==> src/rtl/spm_ctrl.sv <==
// ---------------------------------------------------------------------------
// spm_ctrl -- sequencer for a serial-parallel multiplier (SPM).
//
// Accepts a signed multiplicand/multiplier pair. It holds the multiplicand on
// the SPM parallel input and streams the multiplier LSB first, sign-extended
// to 2W bits, into the SPM serial input. It collects the serial product
// stream into a 2W-bit signed product. Completion is signalled with a
// start / busy / done handshake.
//
// Optional feature macro: SPM_CTRL_ABORT_EN
//   When it is defined, the module gets an abort input. The abort cancels an
//   operation in CLR or RUN without a done pulse, and the product keeps its
//   old value.
//
// Ports
//   clk      in   1    system clock, rising edge
//   rst      in   1    asynchronous reset, active low
//   start    in   1    operation request, sampled only in IDLE
//   a        in   W    signed multiplicand, latched on accept
//   b        in   W    signed multiplier, latched on accept
//   abort    in   1    (SPM_CTRL_ABORT_EN only) cancel the current operation
//   spm_p    in   1    serial product bit from the SPM
//   busy     out  1    high in CLR, RUN and DONE
//   done     out  1    one-cycle pulse; product is valid from this cycle on
//   product  out  2W   signed a*b, held until the next done
//   spm_x    out  W    SPM parallel input, constant from one accept to the next
//   spm_y    out  1    SPM serial input
//   spm_clr  out  1    SPM synchronous clear
// ---------------------------------------------------------------------------
module spm_ctrl #(
    parameter int W     = 8,
    parameter int P_LAT = 1
) (
    input  logic                  clk,
    input  logic                  rst,
    input  logic                  start,
    input  logic signed [W-1:0]   a,
    input  logic signed [W-1:0]   b,
`ifdef SPM_CTRL_ABORT_EN
    input  logic                  abort,
`endif
    input  logic                  spm_p,
    output logic                  busy,
    output logic                  done,
    output logic signed [2*W-1:0] product,
    output logic signed [W-1:0]   spm_x,
    output logic                  spm_y,
    output logic                  spm_clr
);

    // The RUN counter spans 0 .. 2W+P_LAT-1.
    localparam int CW = $clog2(2*W + P_LAT);
    localparam logic [CW-1:0] CNT_LAST   = CW'(2*W + P_LAT - 1);
    localparam logic [CW-1:0] DRIVE_LAST = CW'(2*W - 1);
    localparam logic [CW-1:0] CAP_FIRST  = CW'(P_LAT);
    localparam logic [CW-1:0] CNT_ONE    = CW'(1);

    typedef enum logic [1:0] {
        S_IDLE,
        S_CLR,
        S_RUN,
        S_DONE
    } state_t;

    state_t                  state_q;
    state_t                  state_d;
    logic [CW-1:0]           cnt;
    logic signed [W-1:0]     bs;
    logic [2*W-1:0]          ps;
    logic [2*W-1:0]          ps_next;
    logic                    capture;
    logic                    abort_hit;

`ifdef SPM_CTRL_ABORT_EN
    assign abort_hit = abort && ((state_q == S_CLR) || (state_q == S_RUN));
`else
    assign abort_hit = 1'b0;
`endif

    // Product bits arrive LSB first. Each new bit enters at the top, so the
    // first bit ends up in bit 0 after 2W captures.
    assign capture = (state_q == S_RUN) && (cnt >= CAP_FIRST);
    assign ps_next = {spm_p, ps[2*W-1:1]};

    always_comb begin
        state_d = state_q;
        case (state_q)
            S_IDLE:  if (start) state_d = S_CLR;
            S_CLR:   state_d = S_RUN;
            S_RUN:   if (cnt == CNT_LAST) state_d = S_DONE;
            S_DONE:  state_d = S_IDLE;
            default: state_d = S_IDLE;
        endcase
        if (abort_hit) state_d = S_IDLE;
    end

    // bs shifts right arithmetically during RUN. For the first W cycles,
    // bs[0] walks through b. After that it repeats the sign bit, which
    // produces the sign extension without any variable bit select.
    always_comb begin
        spm_y = 1'b0;
        if ((state_q == S_RUN) && (cnt <= DRIVE_LAST) && !abort_hit)
            spm_y = bs[0];
    end

    assign spm_clr = (state_q == S_CLR);
    assign busy    = (state_q != S_IDLE);
    assign done    = (state_q == S_DONE);

    always_ff @(posedge clk or negedge rst) begin
        if (!rst) begin
            state_q <= S_IDLE;
            cnt     <= '0;
            bs      <= '0;
            ps      <= '0;
            product <= '0;
            spm_x   <= '0;
        end else begin
            state_q <= state_d;
            case (state_q)
                S_IDLE: begin
                    if (start) begin
                        spm_x <= a;
                        bs    <= b;
                    end
                end
                S_CLR: begin
                    cnt <= '0;
                    ps  <= '0;
                end
                S_RUN: begin
                    cnt <= cnt + CNT_ONE;
                    bs  <= {bs[W-1], bs[W-1:1]};
                    if (capture) ps <= ps_next;
                    // The last capture and the product load share one edge.
                    if (state_d == S_DONE) product <= ps_next;
                end
                default: ;
            endcase
        end
    end

endmodule

==> config.mk <==
export PLATFORM = sky130hd
export DESIGN_NAME = spm_ctrl
export DESIGN_NICKNAME = d
export VERILOG_FILES = /design/src/rtl/spm_ctrl.sv
export SDC_FILE = /design/constraint.sdc
export NUM_CORES = 1
export LEC_CHECK = 0
export CAP_MARGIN = 20
export CORE_ASPECT_RATIO = 0.5
export CORE_MARGIN = 2
export CORE_UTILIZATION = 35
export CTS_CLUSTER_DIAMETER = 50
export CTS_CLUSTER_SIZE = 28
export DETAILED_ROUTE_END_ITERATION = 16
export SLEW_MARGIN = 40
export SYNTH_ARGS = -nofsm -noshare
export SYNTH_HDL_FRONTEND = slang
export SYNTH_SLANG_ARGS = --single-unit
export TNS_END_PERCENT = 10
==> constraint.sdc <==
create_clock -name clk -period 1.95 [get_ports clk]
set_input_delay 0.195 -clock clk [delete_from_list [all_inputs] [get_ports clk]]
set_output_delay 0.195 -clock clk [all_outputs]
set_load 0.05 [all_outputs]
==> reports/metrics.cfg, run 1 <==
[routing]
drc = 0
dr_total_vias = 2423
ant_nets = 0
routed.top_layer = met4
route.met3.wl_um = 326
drt_iter0_drc = 159
routed_via_density = 5.47
first_pass_iters = 4
wl_met1_um = 3440
routed_wirelength_um = 7160
wl_met2_um = 3230
wire_per_inst_um = 16.2

[cells_and_area]
finish.utilization_pct = 45.8
layout-drive-gt1-share_pct = 19.3
syn_to_final_growth_pct = 24.3
nets = 360
diodes = 0

[clock_network]
cts.path.max_buffers = 2
path_clk_slew_ns = 0.07
clockRootBuffer = clkbuf_16
clk_latency_ns = 0.29
clock-sinks = 54
cts_tree = built
numCtsBuffers = 5
cts_setup_buffers = 0
htree_num_levels = 2

[critical_path]
end_kind = output port
r2r_cells = 6
crit_arrival_ns = 1.68
crit_type = register to output port
slowest_delay_ns = 0.47
slowest_stage = dfrtp_1
critPathLaunchType = register
crit_required_ns = 1.75
worstPathCellList = ha_4, and3_1, ha_1, o211a_1, buf_12
critical_path.max_fanout = 5

[sta]
setup_viol_count_final = 0
hold_viol_final = 0
finClkSkew_ns = 0.00521
setup_tns_ns = 0
maxSlewViolCount = 0
min_period_over_period_pct = 96.3
max_freq_mhz = 532
worstMarginPinSlew_ns = 0.701
fin_crit_ns = 1.88
relSlewSlack_pct = 53.2

[yosys]
synthArstFlopShare_pct = 100
synth_nets = 318
syn_inst = 289
synth_edf_count = 0
yosys_warnings = 0
ys_seq_elements = 54
syn_area_per_cell_sq_um = 10.4
synth.distinct_cells = 39
ys_seq_area_share_pct = 45.1
synth_ff_type = dfrtp_1
synth_area_sq_um = 3000

[pwr]
power_uw = 7000
max-vdd-ir-drop_mv = 0.594
total_leakage_power_uw = 0.00159
p_per_area_nw_per_um2 = 1880

[hold_path]
hp-class = input port to asynchronous set/reset pin

[floorplan]
die_y_um = 69.4
core_sq_um = 8140
num_rows = 23
start_util_pct = 36.8
dieArea_sq_um = 9360
die_x_um = 135
num_io_pins = 48

[global_routing]
grtUsageTotal_pct = 16.5
grt_pass1_wl_um = 12300
first_global_vias = 2482
grt_max_degree = 55
antenna_found_initial = 0
overflow = 0

[run_status]
status = finished, final reports clean

[placed_design]
gp_congestion = 0.740
io_buffers = 47
hpwl_um = 4720

[run]
cap_violations = 0

## state kept, by name, summed over array words and instances, names as in the netlist
| register | flops |
|---|---|
| cnt | 5 |
| state_q | 2 |
| bs | 8 |
| product | 16 |
| spm_x | 8 |
| ps | 15 |
## layer usage
layer  GRT usage [%]  vias to the layer above
met4            6.90                        0
met3            3.95                       13
met1            22.4                     1200
met5               0                        -
met2            25.2                       57
li1                -                     1153
## power by group
group	internal, uW	total, uW	leakage (uW)	switching, uW
registers	1580	1970	0.000645	392
clock network	470	888	0.0000619	418
logic	1560	4150	0.000880	2590
## cells in the mapped netlist, types with 2 or more instances
cell / instances / area, sq um
dfrtp_1: 54 / 1350
o211ai_1: 8 / 60.1
o21ai_0: 2 / 10.0
inv_1: 9 / 33.8
buf_6: 5 / 56.3
nor3b_1: 15 / 113
buf_2: 7 / 35.0
clkbuf_1: 13 / 48.8
mux2i_1: 2 / 20.0
nand2b_1: 7 / 43.8
ha_1: 9 / 113
nor2_1: 3 / 11.3
o22ai_1: 2 / 12.5
o2111ai_1: 16 / 140
nor2b_1: 2 / 12.5
o211a_1: 2 / 20.0
a311o_1: 5 / 50.1
a221o_1: 7 / 70.1
nand3_1: 9 / 45.0
mux2_2: 8 / 90.1
a21oi_1: 21 / 105
o211ai_2: 9 / 113
nand2_1: 50 / 188
a311o_2: 9 / 101
## worst max-delay path: cells and delay by family, from the launching register on
kind	cells	cell delay, ns
and+or+nand+nor	1	0.14
AOI/OAI and AO/OA	1	0.25
buffers and inverters	1	0.15
adders and majority gates	2	0.37
DFF	1	0.47
## cell families (layout without fill, tap and decap cells)
| kind of cell | Yosys count | in the layout | share of synthesized area, % |
|---|---|---|---|
| fa+ha+maj | 9 | 9 | 3.76 |
| compound gates | 86 | 86 | 24.2 |
| flops | 54 | 54 | 45.1 |
| mux | 10 | 10 | 3.67 |
| simple gates | 93 | 93 | 16.4 |
| buf+inv | 37 | 79 | 6.89 |
## path summary, 6_finish.rpt
path / from / endpoint / slack, ns
worst min register to register: spm_x[5] / spm_x[5] / 0.51
max in group asynchronous: rst / cnt[0] / 1.41
min in group clk: spm_x[5] / spm_x[5] / 0.51
worst max register to register: cnt[1] / ps[8] / 0.15
worst min-delay path: rst / product[15] / 0.02
worst max-delay path: cnt[1] / spm_y / 0.07
## timing repair
action                     in CTS  in global routing
setup endpoints to repair       1                 24
hold buffers                    0                  0
gates resized for setup         1                  5
## metrics by stage
stage | instances | area, sq um | hold slack (ns) | worst slack, ns
floorplan | 289 | 3000 | -0.101 | 0.0603
CTS | 443 | 3710 | 0.0548 | 0.0142
global placement | 436 | 3570 | 0.369 | 0.137
detailed placement | 436 | 3570 | 0.383 | 0.0291
finish | 443 | 3730 | 0.0201 | 0.0717
global route | 443 | 3730 | 0.0894 | -0.00146
## final cells by class
class	instances	area, sq um
multi-input cells	198	1460
repair buffers	63	601
inverters	9	33.8
well taps	112	140
clock buffers	5	125
flip-flops and latches	54	1350
clock inverters	2	15.0
fillers	736	4420
## placed cells by master (no fill, tap or decap), types with 2 or more instances in the layout
cell	count
a21oi_1	21
a221o_1	7
a311o_1	5
a311o_2	9
buf_12	2
buf_4	18
clkbuf_16	5
clkdlybuf4s50_1	42
clkinvlp_4	2
dfrtp_1	53
ha_1	7
inv_1	9
mux2_2	8
mux2i_1	2
nand2_1	50
nand2b_1	7
nand3_1	9
nor2_1	2
nor3b_1	15
o2111ai_1	16
o211ai_1	8
o211ai_2	9
o21ai_0	2
o22ai_1	2
(Power assumes the default switching activity.)
==> inputs of run 2 (changes only) <==
- SLEW_MARGIN: 40 -> 20
==> results of run 2 <==
The final DEF is identical to that of run 1; final timing and power are the same.
==> inputs of run 3 (changes only) <==
- CTS_BUF_LIST: default -> sky130_fd_sc_hd__clkbuf_8
==> run 3 against run 2 <==
  * The flow now finishes with violations (negative hold slack)
  * Largest cell class unchanged
  * First-iteration DRC count down 4.4%
  * Cell count up 0.23%
  * Non-clock buffer count up 1
  * Critical endpoint unchanged
  * Critical path type unchanged
  * Flip-flop and latch count unchanged
  * Power down 3.8%
  * Combinational power about the same
==> reports/metrics.cfg, run 3 (synthesis gave the netlist of run 1 again) <==
[run_status]
status = complete, but fails checks
violations = negative hold slack

[critical_path]
crit_required_ns = 1.75
critPathLaunchType = register
regToRegSetupSlack_ns = 0.16
slowest_stage = dfrtp_2
crit_arrival_ns = 1.67
startpoint = cnt[1]
reg2reg_to = bs[0]
worstReg2RegStart = state_q[0]
crit_type = register to output port
end_kind = output port
r2r_cells = 6
critical_path.max_fanout = 5
slowest_delay_ns = 0.46
worstPathCellList = ha_2, and3_1, ha_1, o211a_1, buf_12

[cells_and_area]
nets = 361
final_cells = 444
syn_to_final_growth_pct = 22.4
diodes = 0
final_cell_mix = dfrtp_1 (52), nand2_1 (50), clkdlybuf4s50_1 (42)
largest_register_ffs = 16
layout-drive-gt1-share_pct = 19.9
reg.largest.list = product x16, ps x15
largest-register = product
mostFrequentLayoutCell = dfrtp_1

[clock_network]
htree_num_levels = 2
clk_latency_ns = 0.32
path_clk_slew_ns = 0.10
cts.path.max_buffers = 2
numCtsBuffers = 5
clockRootBuffer = clkbuf_8
hold_buffers = 0
clock-sinks = 54
cts_tree = built

[sta]
relSlewSlack_pct = 52.7
rsz0062_at_grt = yes
finClkSkew_ns = 0.00712
whs_ns = -0.00367
hold_viol_final = 1
setup_viol_count_final = 0
fin_crit_ns = 1.87
min_period_over_period_pct = 95.9
worstMarginPinSlew_ns = 0.709
setup_tns_ns = 0
maxSlewViolCount = 0
worst_slack_ns = 0.0803
max_freq_mhz = 535

[pwr]
p_seq_share_pct = 28.9
p_comb_share_pct = 61.7
clockPowerShare_pct = 9.4
p_int_uw = 3390
power_uw = 6740
p_per_area_nw_per_um2 = 1840
p_sw_share_pct = 49.7
max-vdd-ir-drop_mv = 0.565
total_leakage_power_uw = 0.00156
power_switching_uw = 3350

[routing]
drc = 0
wire_per_inst_um = 15.9
drt_iter0_drc = 152
routed_via_density = 5.41
dr_total_vias = 2400
ant_nets = 0
first_pass_iters = 4
routed_wirelength_um = 7070

[run]
cap_violations = 0

[placed_design]
io_buffers = 47
hpwl_um = 4720
gp_congestion = 0.740
dp_cells = 436
dp_worst_setup_slack_ns = 0.0291

[global_routing]
grtUsageTotal_pct = 16.3
top_usage_layer = met2
use_met3_pct = 3.51
use_met2_pct = 25.4
first_global_vias = 2490
antenna_found_initial = 0
grt_max_degree = 55
met1_usage_pct = 22.4
grt_pass1_wl_um = 12300
overflow = 0

[floorplan]
start_util_pct = 36.8
die_x_um = 135
core_sq_um = 8140
num_rows = 23
num_io_pins = 48
die_y_um = 69.4
dieArea_sq_um = 9360

[hold_path]
hp-class = input port to asynchronous set/reset pin

==> run 3: cell type report <==
cell class	instances	area [sq um]
repair buffers	64	608
multi-input cells	198	1450
well taps	112	140
inverters	9	33.8
flip-flops and latches	54	1350
clock inverters	2	15.0
fillers	740	4480
clock buffers	5	68.8
==> run 3: how the worst max path moves through the flow <==
| stage | end | slack (ns) | cells past startpoint |
|---|---|---|---|
| finish | spm_y | 0.08 | 5 |
| global route | spm_y | -0.04 | 5 |
| CTS | product[3] | 0.008 | 5 |
| detailed placement | product[4] | 0.03 | 5 |
| global placement | product[1] | 0.14 | 5 |
| floorplan | spm_y | 0.06 | 6 |
==> run 3: stage by stage <==
stage | area (sq um) | hold slack [ns] | utilization [%]
after CTS | 3660 | 0.0220 | 44.9
after global placement | 3570 | 0.369 | 43.8
final | 3670 | -0.00367 | 45.0
after floorplan | 3000 | -0.101 | -
after detailed placement | 3570 | 0.383 | 43.8
after global routing | 3670 | 0.0508 | 45.0
==> run 3: critical path: cells and delay by family (launching register included) <==
family	cells	cell delay, ns
AND/OR/NAND/NOR	1	0.14
adder cells (fa/ha/maj)	2	0.36
flip-flops	1	0.46
AO/OA/AOI/OAI	1	0.25
buffers and inverters	1	0.15
==> run 3: timing repair <==
action / 4_1_cts / 5_1_grt
buffers inserted: 1 / 0
gates resized for setup: 1 / 5
endpoints found under the setup margin: 1 / 24
gates cloned: 0 / 0
==> run 3: per-layer routing <==
| metal | part of all wire [%] | wire [um] | vias up |
|---|---|---|---|
| met5 | 0 | 0 | - |
| met4 | 2.2 | 159 | 0 |
| met2 | 45 | 3200 | 59 |
| met1 | 48 | 3380 | 1172 |
| li1 | - | - | 1153 |
| met3 | 4.7 | 333 | 16 |
==> run 3: power groups by stage <==
stage                     clock network [uW]  registers [uW]  logic, uW
after floorplan                            0            2700       2350
after global placement                     0            1950       4040
after detailed placement                   0            1980       4140
after CTS                                665            1950       4170
after global routing                     713            2020       4510
final                                    632            1950       4150
